===== config.mk =====
export PLATFORM = sky130hd
export DESIGN_NAME = core_seq
export DESIGN_NICKNAME = d
export VERILOG_FILES = /design/src/rtl/core_seq_pkg.sv /design/src/rtl/psum_abs_sum.sv /design/src/rtl/core_seq.sv
export SDC_FILE = /design/constraint.sdc
export NUM_CORES = 1
export LEC_CHECK = 0
export BUFFER_PORTS_ARGS = -buffer_cell sky130_fd_sc_hd__buf_2
export CAP_MARGIN = 20
export CORE_AREA = 2 2 85 87
export DETAILED_ROUTE_END_ITERATION = 10
export DIE_AREA = 0 0 87 89
export PLACE_DENSITY = 0.76
export SKIP_CTS_REPAIR_TIMING = 1
export SLEW_MARGIN = 10
export SYNTH_ARGS = -nofsm -noshare
export SYNTH_HDL_FRONTEND = slang
export SYNTH_SLANG_ARGS = --single-unit

===== constraint.sdc =====
create_clock -name clk -period 2.9 [get_ports clk]
set_input_delay 0 -clock clk [delete_from_list [all_inputs] [get_ports clk]]
set_output_delay 0 -clock clk [all_outputs]
set_load 0.1 [all_outputs]

===== src/rtl/core_seq_pkg.sv =====
// Shared types and encodings for the core_seq attention-array sequencer.
// The SUM state exists only when CORE_SEQ_ABS_SUM_EN is defined.
package core_seq_pkg;

    typedef enum logic [2:0] {
        IDLE  = 3'd0,
        KLOAD = 3'd1,
        QEXEC = 3'd2,
        DRAIN = 3'd3,
`ifdef CORE_SEQ_ABS_SUM_EN
        SUM   = 3'd4,
`endif
        DONE  = 3'd5
    } state_t;

    localparam logic [1:0] MI_IDLE  = 2'b00;
    localparam logic [1:0] MI_KLOAD = 2'b01;
    localparam logic [1:0] MI_EXEC  = 2'b10;

    localparam int BW_DEF = 32'sd8;

    // Psum lanes carry a full BW x BW product plus four guard bits for accumulation.
    function automatic int psum_width(input int bw);
        return (bw <<< 1) + 32'sd4;
    endfunction

    localparam int BW_PSUM_DEF = psum_width(BW_DEF);

endpackage


===== src/rtl/psum_abs_sum.sv =====
// Registered sum of |psum| across COL signed lanes of one psum row (one cycle latency).
module psum_abs_sum
    import core_seq_pkg::*;
#(
    parameter int COL     = 8,
    parameter int BW_PSUM = BW_PSUM_DEF
)(
    input  logic                     clk,
    input  logic                     reset,
    input  logic                     in_valid,
    input  logic [COL*BW_PSUM-1:0]   psum,
    output logic [BW_PSUM+3:0]       sum_out,
    output logic                     sum_valid
);

    // Two's-complement negate; the most negative code maps to 2^(BW_PSUM-1) read as unsigned.
    function automatic logic [BW_PSUM-1:0] abs_mag(input logic [BW_PSUM-1:0] x);
        return x[BW_PSUM-1] ? (~x + {{(BW_PSUM-1){1'b0}}, 1'b1}) : x;
    endfunction

    logic [BW_PSUM+3:0] sum_s;
    logic [BW_PSUM+3:0] sum_r;
    logic               sum_valid_r;

    // Combinational adder tree over the lane magnitudes.
    always_comb begin
        sum_s = {(BW_PSUM+4){1'b0}};
        for (int i = 0; i < COL; i++) begin
            sum_s = sum_s + {4'b0000, abs_mag(psum[i*BW_PSUM +: BW_PSUM])};
        end
    end

    // Output register stage.
    always_ff @(posedge clk) begin
        if (!reset) begin
            sum_r       <= {(BW_PSUM+4){1'b0}};
            sum_valid_r <= 1'b0;
        end else begin
            sum_valid_r <= in_valid;
            if (in_valid) begin
                sum_r <= sum_s;
            end
        end
    end

    assign sum_out   = sum_r;
    assign sum_valid = sum_valid_r;

endmodule


===== src/rtl/core_seq.sv =====
// Job sequencer for the MAC array: K load, Q execute, output drain to psum memory,
// and an optional per-row |psum| sum pass compiled in with CORE_SEQ_ABS_SUM_EN.
module core_seq
    import core_seq_pkg::*;
#(
    parameter int COL      = 8,
    parameter int BW       = BW_DEF,
    parameter int BW_PSUM  = psum_width(BW),
    parameter int QK_DEPTH = 16,
    parameter int P_DEPTH  = 16,
    localparam int QK_AW   = $clog2(QK_DEPTH),
    localparam int P_AW    = $clog2(P_DEPTH)
)(
    input  logic                    clk,
    input  logic                    reset,
    input  logic                    start,
    input  logic [QK_AW:0]          n_k,
    input  logic [QK_AW:0]          n_q,
    input  logic                    fifo_valid,
    input  logic [COL*BW_PSUM-1:0]  pmem_q,
    output logic                    qmem_rd,
    output logic                    kmem_rd,
    output logic                    pmem_rd,
    output logic                    pmem_wr,
    output logic                    ofifo_rd,
    output logic [QK_AW-1:0]        qk_addr,
    output logic [P_AW-1:0]         pmem_addr,
    output logic [1:0]              mac_inst,
    output logic [BW_PSUM+3:0]      sum_out,
    output logic                    sum_valid,
    output logic                    busy,
    output logic                    done
);

    // One shared row counter serves Q/K and psum addressing, so it spans the wider space.
    localparam int CW = ((QK_AW > P_AW) ? QK_AW : P_AW) + 1;
    localparam logic [CW-1:0] ONE_C     = {{(CW-1){1'b0}}, 1'b1};
    localparam logic [CW-1:0] P_DEPTH_C = CW'(P_DEPTH);

    state_t          state_r;
    logic [CW-1:0]   cnt_r;
    logic [CW-1:0]   n_k_r;
    logic [CW-1:0]   n_q_r;
    logic [CW-1:0]   last_k_s;
    logic [CW-1:0]   last_q_s;
    logic            kmem_rd_r;
    logic            qmem_rd_r;
    logic            busy_r;
    logic            done_r;
    logic [1:0]      mac_inst_r;
    logic            job_ok_s;
    logic            drain_go_s;
    logic            sum_valid_s;
    logic [BW_PSUM+3:0] sum_out_s;

    assign last_k_s   = n_k_r - ONE_C;
    assign last_q_s   = n_q_r - ONE_C;
    assign job_ok_s   = (n_k != {(QK_AW+1){1'b0}}) && (n_q != {(QK_AW+1){1'b0}})
                        && (CW'(n_q) <= P_DEPTH_C);
    // FIFO pops and psum writes follow fifo_valid in the same cycle to avoid over-reading.
    assign drain_go_s = (state_r == DRAIN) && fifo_valid;

`ifdef CORE_SEQ_ABS_SUM_EN
    logic          pmem_rd_r;
    logic          rd_d1_r;
    logic [CW-1:0] sum_cnt_r;

    // Align the read strobe with pmem_q, which returns one cycle after pmem_rd.
    always_ff @(posedge clk) begin
        if (!reset) begin
            rd_d1_r <= 1'b0;
        end else begin
            rd_d1_r <= pmem_rd_r;
        end
    end

    psum_abs_sum #(
        .COL     (COL),
        .BW_PSUM (BW_PSUM)
    ) u_abs_sum (
        .clk       (clk),
        .reset     (reset),
        .in_valid  (rd_d1_r),
        .psum      (pmem_q),
        .sum_out   (sum_out_s),
        .sum_valid (sum_valid_s)
    );

    assign pmem_rd = pmem_rd_r;
`else
    logic pmem_q_unused_s;

    assign pmem_q_unused_s = ^pmem_q;
    assign sum_out_s       = {(BW_PSUM+4){1'b0}};
    assign sum_valid_s     = 1'b0;
    assign pmem_rd         = 1'b0;
`endif

    // Main job FSM with registered strobes, mac_inst, busy and done.
    always_ff @(posedge clk) begin
        if (!reset) begin
            state_r    <= IDLE;
            cnt_r      <= {CW{1'b0}};
            n_k_r      <= {CW{1'b0}};
            n_q_r      <= {CW{1'b0}};
            kmem_rd_r  <= 1'b0;
            qmem_rd_r  <= 1'b0;
            mac_inst_r <= MI_IDLE;
            busy_r     <= 1'b0;
            done_r     <= 1'b0;
`ifdef CORE_SEQ_ABS_SUM_EN
            pmem_rd_r  <= 1'b0;
            sum_cnt_r  <= {CW{1'b0}};
`endif
        end else begin
            done_r <= 1'b0;
            // Array command trails the memory read by the memory's one-cycle latency.
            if (kmem_rd_r) begin
                mac_inst_r <= MI_KLOAD;
            end else if (qmem_rd_r) begin
                mac_inst_r <= MI_EXEC;
            end else begin
                mac_inst_r <= MI_IDLE;
            end

            case (state_r)
                IDLE: begin
                    if (start && job_ok_s) begin
                        state_r   <= KLOAD;
                        n_k_r     <= CW'(n_k);
                        n_q_r     <= CW'(n_q);
                        cnt_r     <= {CW{1'b0}};
                        kmem_rd_r <= 1'b1;
                        busy_r    <= 1'b1;
                    end
                end
                KLOAD: begin
                    if (cnt_r == last_k_s) begin
                        state_r   <= QEXEC;
                        kmem_rd_r <= 1'b0;
                        qmem_rd_r <= 1'b1;
                        cnt_r     <= {CW{1'b0}};
                    end else begin
                        cnt_r <= cnt_r + ONE_C;
                    end
                end
                QEXEC: begin
                    if (cnt_r == last_q_s) begin
                        state_r   <= DRAIN;
                        qmem_rd_r <= 1'b0;
                        cnt_r     <= {CW{1'b0}};
                    end else begin
                        cnt_r <= cnt_r + ONE_C;
                    end
                end
                DRAIN: begin
                    if (fifo_valid) begin
                        if (cnt_r == last_q_s) begin
`ifdef CORE_SEQ_ABS_SUM_EN
                            state_r   <= SUM;
                            pmem_rd_r <= 1'b1;
                            cnt_r     <= {CW{1'b0}};
                            sum_cnt_r <= {CW{1'b0}};
`else
                            state_r   <= DONE;
                            done_r    <= 1'b1;
`endif
                        end else begin
                            cnt_r <= cnt_r + ONE_C;
                        end
                    end
                end
`ifdef CORE_SEQ_ABS_SUM_EN
                SUM: begin
                    if (pmem_rd_r) begin
                        if (cnt_r == last_q_s) begin
                            pmem_rd_r <= 1'b0;
                        end else begin
                            cnt_r <= cnt_r + ONE_C;
                        end
                    end
                    // Finish only once the row sum for the last address has emerged.
                    if (sum_valid_s) begin
                        if (sum_cnt_r == last_q_s) begin
                            state_r <= DONE;
                            done_r  <= 1'b1;
                        end else begin
                            sum_cnt_r <= sum_cnt_r + ONE_C;
                        end
                    end
                end
`endif
                DONE: begin
                    state_r <= IDLE;
                    busy_r  <= 1'b0;
                end
                default: begin
                    state_r   <= IDLE;
                    kmem_rd_r <= 1'b0;
                    qmem_rd_r <= 1'b0;
                    busy_r    <= 1'b0;
                end
            endcase
        end
    end

    assign kmem_rd   = kmem_rd_r;
    assign qmem_rd   = qmem_rd_r;
    assign ofifo_rd  = drain_go_s;
    assign pmem_wr   = drain_go_s;
    assign qk_addr   = cnt_r[QK_AW-1:0];
    assign pmem_addr = cnt_r[P_AW-1:0];
    assign mac_inst  = mac_inst_r;
    assign busy      = busy_r;
    assign done      = done_r;
    assign sum_out   = sum_out_s;
    assign sum_valid = sum_valid_s;

endmodule


==> summary.md <==
| Metric | Value |
|---|---|
| 1st-iter DRT viols | 19 |
| Buffers added on ports | 29 |
| Internal Pwr Total | 0.516 mW |
| Longest Clk Path Bufs | 2 |
| Post-route cell area | 1750 sq um |
| Sw Pwr | 0.355 mW |
| Area occupied by multi-input gates | 905 sq um |
| TritonCTS clock tree | done |
| Drt via density | 4.32 |
| Via Count | 1,232 |
| Vias in the first global route | 1,104 |
| Count of different cell masters after synthesis | 43 |
| RSZ-0062 raised after global routing | false |
| Final wirelength | 3150 um |
| Data arrival, critical path | 2.80 ns |
| Drt pass-1 iters | 4 |
| Synth top cells by count | buf_4 (35), dfxtp_1 (24), nor2b_1 (11) |
| Hold Vio Cnt, Final | 0 |
| Final setup fails | 0 |
| Hold crit path type | in -> reg |
| Die H | 89 um |
| Crit path capture type | flip-flop |
| Cts bufs inserted | 3 |
| Gate power share | 0.330 |
| Fin crit period | 2.60 ns |
| Placed inst area | 1690 sq um |
| Layout area overhead | 8.22% |
| Post-synth EDFFs | 0 |
| Critical Path Max Stage Delay | 0.50 ns |
| Drt wl/cell | 11.1 um |
| Crit share post-route | 0.895 |
| Crit path launch type | flip-flop |
| Worst Path Class, Setup | reg -> reg |
| Maximum vdd drop | 262 uV |
| Reg2reg path depth | 9 |
| Slew headroom | 0.656 |
| Fillers | 710 |
| Register area share after synthesis | 0.298 |
| Largest area contributor in the netlist | dfxtp_1 |
| Delay-heaviest family, CP | simple AND/OR/NAND/NOR gates |
| First-pass GRT wire length | 5160 um |
| CP Max Fanout | 7 |
| Share of cells above drive strength 1 | 0.205 |
| Mapped Avg Cell Area | 8.67 sq um |
| Die W | 87 um |
| Pwr Density | 499 nW/um^2 |
| Sequential share of power | 0.407 |
| Placeable Area | 6720 sq um |
| Remaining routing DRC violations | 0 |
| Ant. Diodes | 0 |
| Synthesized instance count | 186 |
| GPL Wtd Cong | 0.742 |
| Rows | 30 |
| Max_cap viols | 0 |
| Largest net degree at the start of global routing | 22 |
| Worst path bufs/invs | 1 |
| Gr usage total | 0.0827 |
| Outcome | completed |
| Clock sinks | 24 |
| Slew of the pin with the lowest slew margin | 0.515 ns |
| Critical Path Stages | 9 |
| H-Tree Level Count | 1 |
| Initial Util | 0.240 |
| Worst-path clk slew | 0.08 ns |
| Total grt overflow | 0 |
| Static Leakage | 0.700 nW |
| Clock root cell | clkbuf_8 |
| Clock Latency Late Sink | 0.27 ns |
| Sw Ratio | 0.407 |
| Post-Route Skew | 0.00169 ns |
| DIE AREA | 7740 sq um |
| #FFs+latches synth | 24 |
| Syn Std Cell Area | 1610 sq um |
| Slowest stage cell, crit path | or4b_1 |
| Top-area cell type share of the netlist area | 0.298 |
| Final Net Count | 383 |
| Fraction of registers with async set/reset | 0 |
| Max Fclk | 0.385 GHz |
| Sequential cell area | 480 sq um |
| Synth warnings | 0 |
| HPWL Detailed | 2460 um |
| Data required time at the worst endpoint | 3.11 ns |
| Most frequent cell after synthesis | buf_4 |
| Slew Limit Fails | 0 |
| Ys flop type | dfxtp_1 |
| Setup TNS | 0 ns |
| Initial antenna violation count | 0 |
| CP cell instances | inv_1 -> ha_1 -> nand3b_1 -> a21boi_2 -> o311ai_4 -> a211oi_2 -> or3_1 -> or4b_1 -> a21boi_1 |
| Hold path cells | 3 |
| Clk network pwr share | 0.262 |
| Synth top area cells | dfxtp_1 (30%), buf_4 (16%), mux2i_1 (6.2%) |
| I/O Pins | 216 |
| Final ANT Viol Nets | 0 |
==> layout by cell type (no fill, tap or decap), types with 2 or more instances in the layout <==
cell	netlist	routed
mux2i_1	10	10
conb_1	1	26
nand2_1	6	6
a31oi_1	3	3
or4_1	2	2
nor3_1	6	6
inv_1	8	8
and2_1	2	2
nand2b_1	2	2
xnor2_1	9	9
a211oi_1	2	2
nand3_1	5	5
o21ai_0	2	2
or3_1	3	3
nor2_1	7	7
a21oi_1	4	4
nand3b_1	4	4
o211ai_1	3	3
clkbuf_8	0	4
dfxtp_1	24	24
o21ai_1	3	3
xor2_1	3	3
buf_2	1	29
nor2b_1	11	11
a21boi_1	2	2
nand4b_1	2	2
and3_1	2	2
ha_1	3	3
buf_4	35	4
==> cells by family after synthesis <==
logic type	share of synthesized area
adders and majority gates	0.0233
AOI/OAI and AO/OA	0.130
DFF	0.298
xor gates and xnor gates	0.0753
muxes	0.0621
and+or+nand+nor	0.206
other	0.00233
buffers and inverters	0.203
==> per-stage QoR <==
stage | setup WS [ns] | instances | util | power, mW | hold slack [ns]
floorplan | 0.383 | 211 | - | 0.648 | 0.169
global placement | 0.357 | 281 | 0.252 | 0.647 | 0.269
detailed placement | 0.295 | 281 | 0.252 | 0.650 | 0.277
CTS | 0.278 | 285 | 0.260 | 0.875 | -0.00408
global route | 0.115 | 285 | 0.260 | 0.912 | 0.0174
finish | 0.304 | 285 | 0.260 | 0.871 | 0.00155
==> path summary, 6_finish.rpt <==
kind                            slack (ns)                  start                     end
worst min-delay path                 0.002                 n_k[2]   n_k_r[2]$_SDFFE_PN0P_
worst max register to register        0.30  n_q_r[0]$_SDFFE_PN0P_   cnt_r[0]$_SDFFE_PN0P_
worst max-delay path                  0.30  n_q_r[0]$_SDFFE_PN0P_   cnt_r[0]$_SDFFE_PN0P_
worst min register to register        0.50   qmem_rd$_SDFFE_PN0P_  mac_inst[1]$_SDFF_PP0_
==> sequential cells by signal, summed over array words and instances, names as in the netlist <==
| signal | cells |
|---|---|
| busy | 1 |
| done | 1 |
| state_r | 3 |
| kmem_rd | 1 |
| cnt_r | 5 |
| n_k_r | 5 |
| n_q_r | 5 |
| qmem_rd | 1 |
| mac_inst | 2 |
==> area by class of cell <==
class | count | share of cell area
clock buffer | 4 | 0.0315
multi-input combinational | 136 | 0.518
tap | 80 | 0.0573
timing repair buffer | 33 | 0.100
inverter | 8 | 0.0172
sequential | 24 | 0.275
==> power by group through the flow <==
stage	registers [mW]	clock network [mW]	logic, mW
2_1_floorplan	0.381	0	0.267
3_3_place_gp	0.363	0	0.284
3_5_place_dp	0.363	0	0.287
4_1_cts	0.355	0.232	0.288
5_1_grt	0.357	0.250	0.304
6_report	0.355	0.229	0.288
==> routing by layer <==
metal | vias up | routed length (um) | GRT usage
met4 | 0 | 36 | 0.0270
met3 | 5 | 189 | 0.0120
met2 | 52 | 1360 | 0.137
li1 | 614 | - | -
met1 | 561 | 1570 | 0.110
met5 | - | 0 | 0
==> worst min-delay path, stage by stage <==
cell and delay [ns]:
buf_2 0.08, mux2i_1 0.06, nor2b_1 0.09
Note: power is estimated with default switching activity, not from simulation.
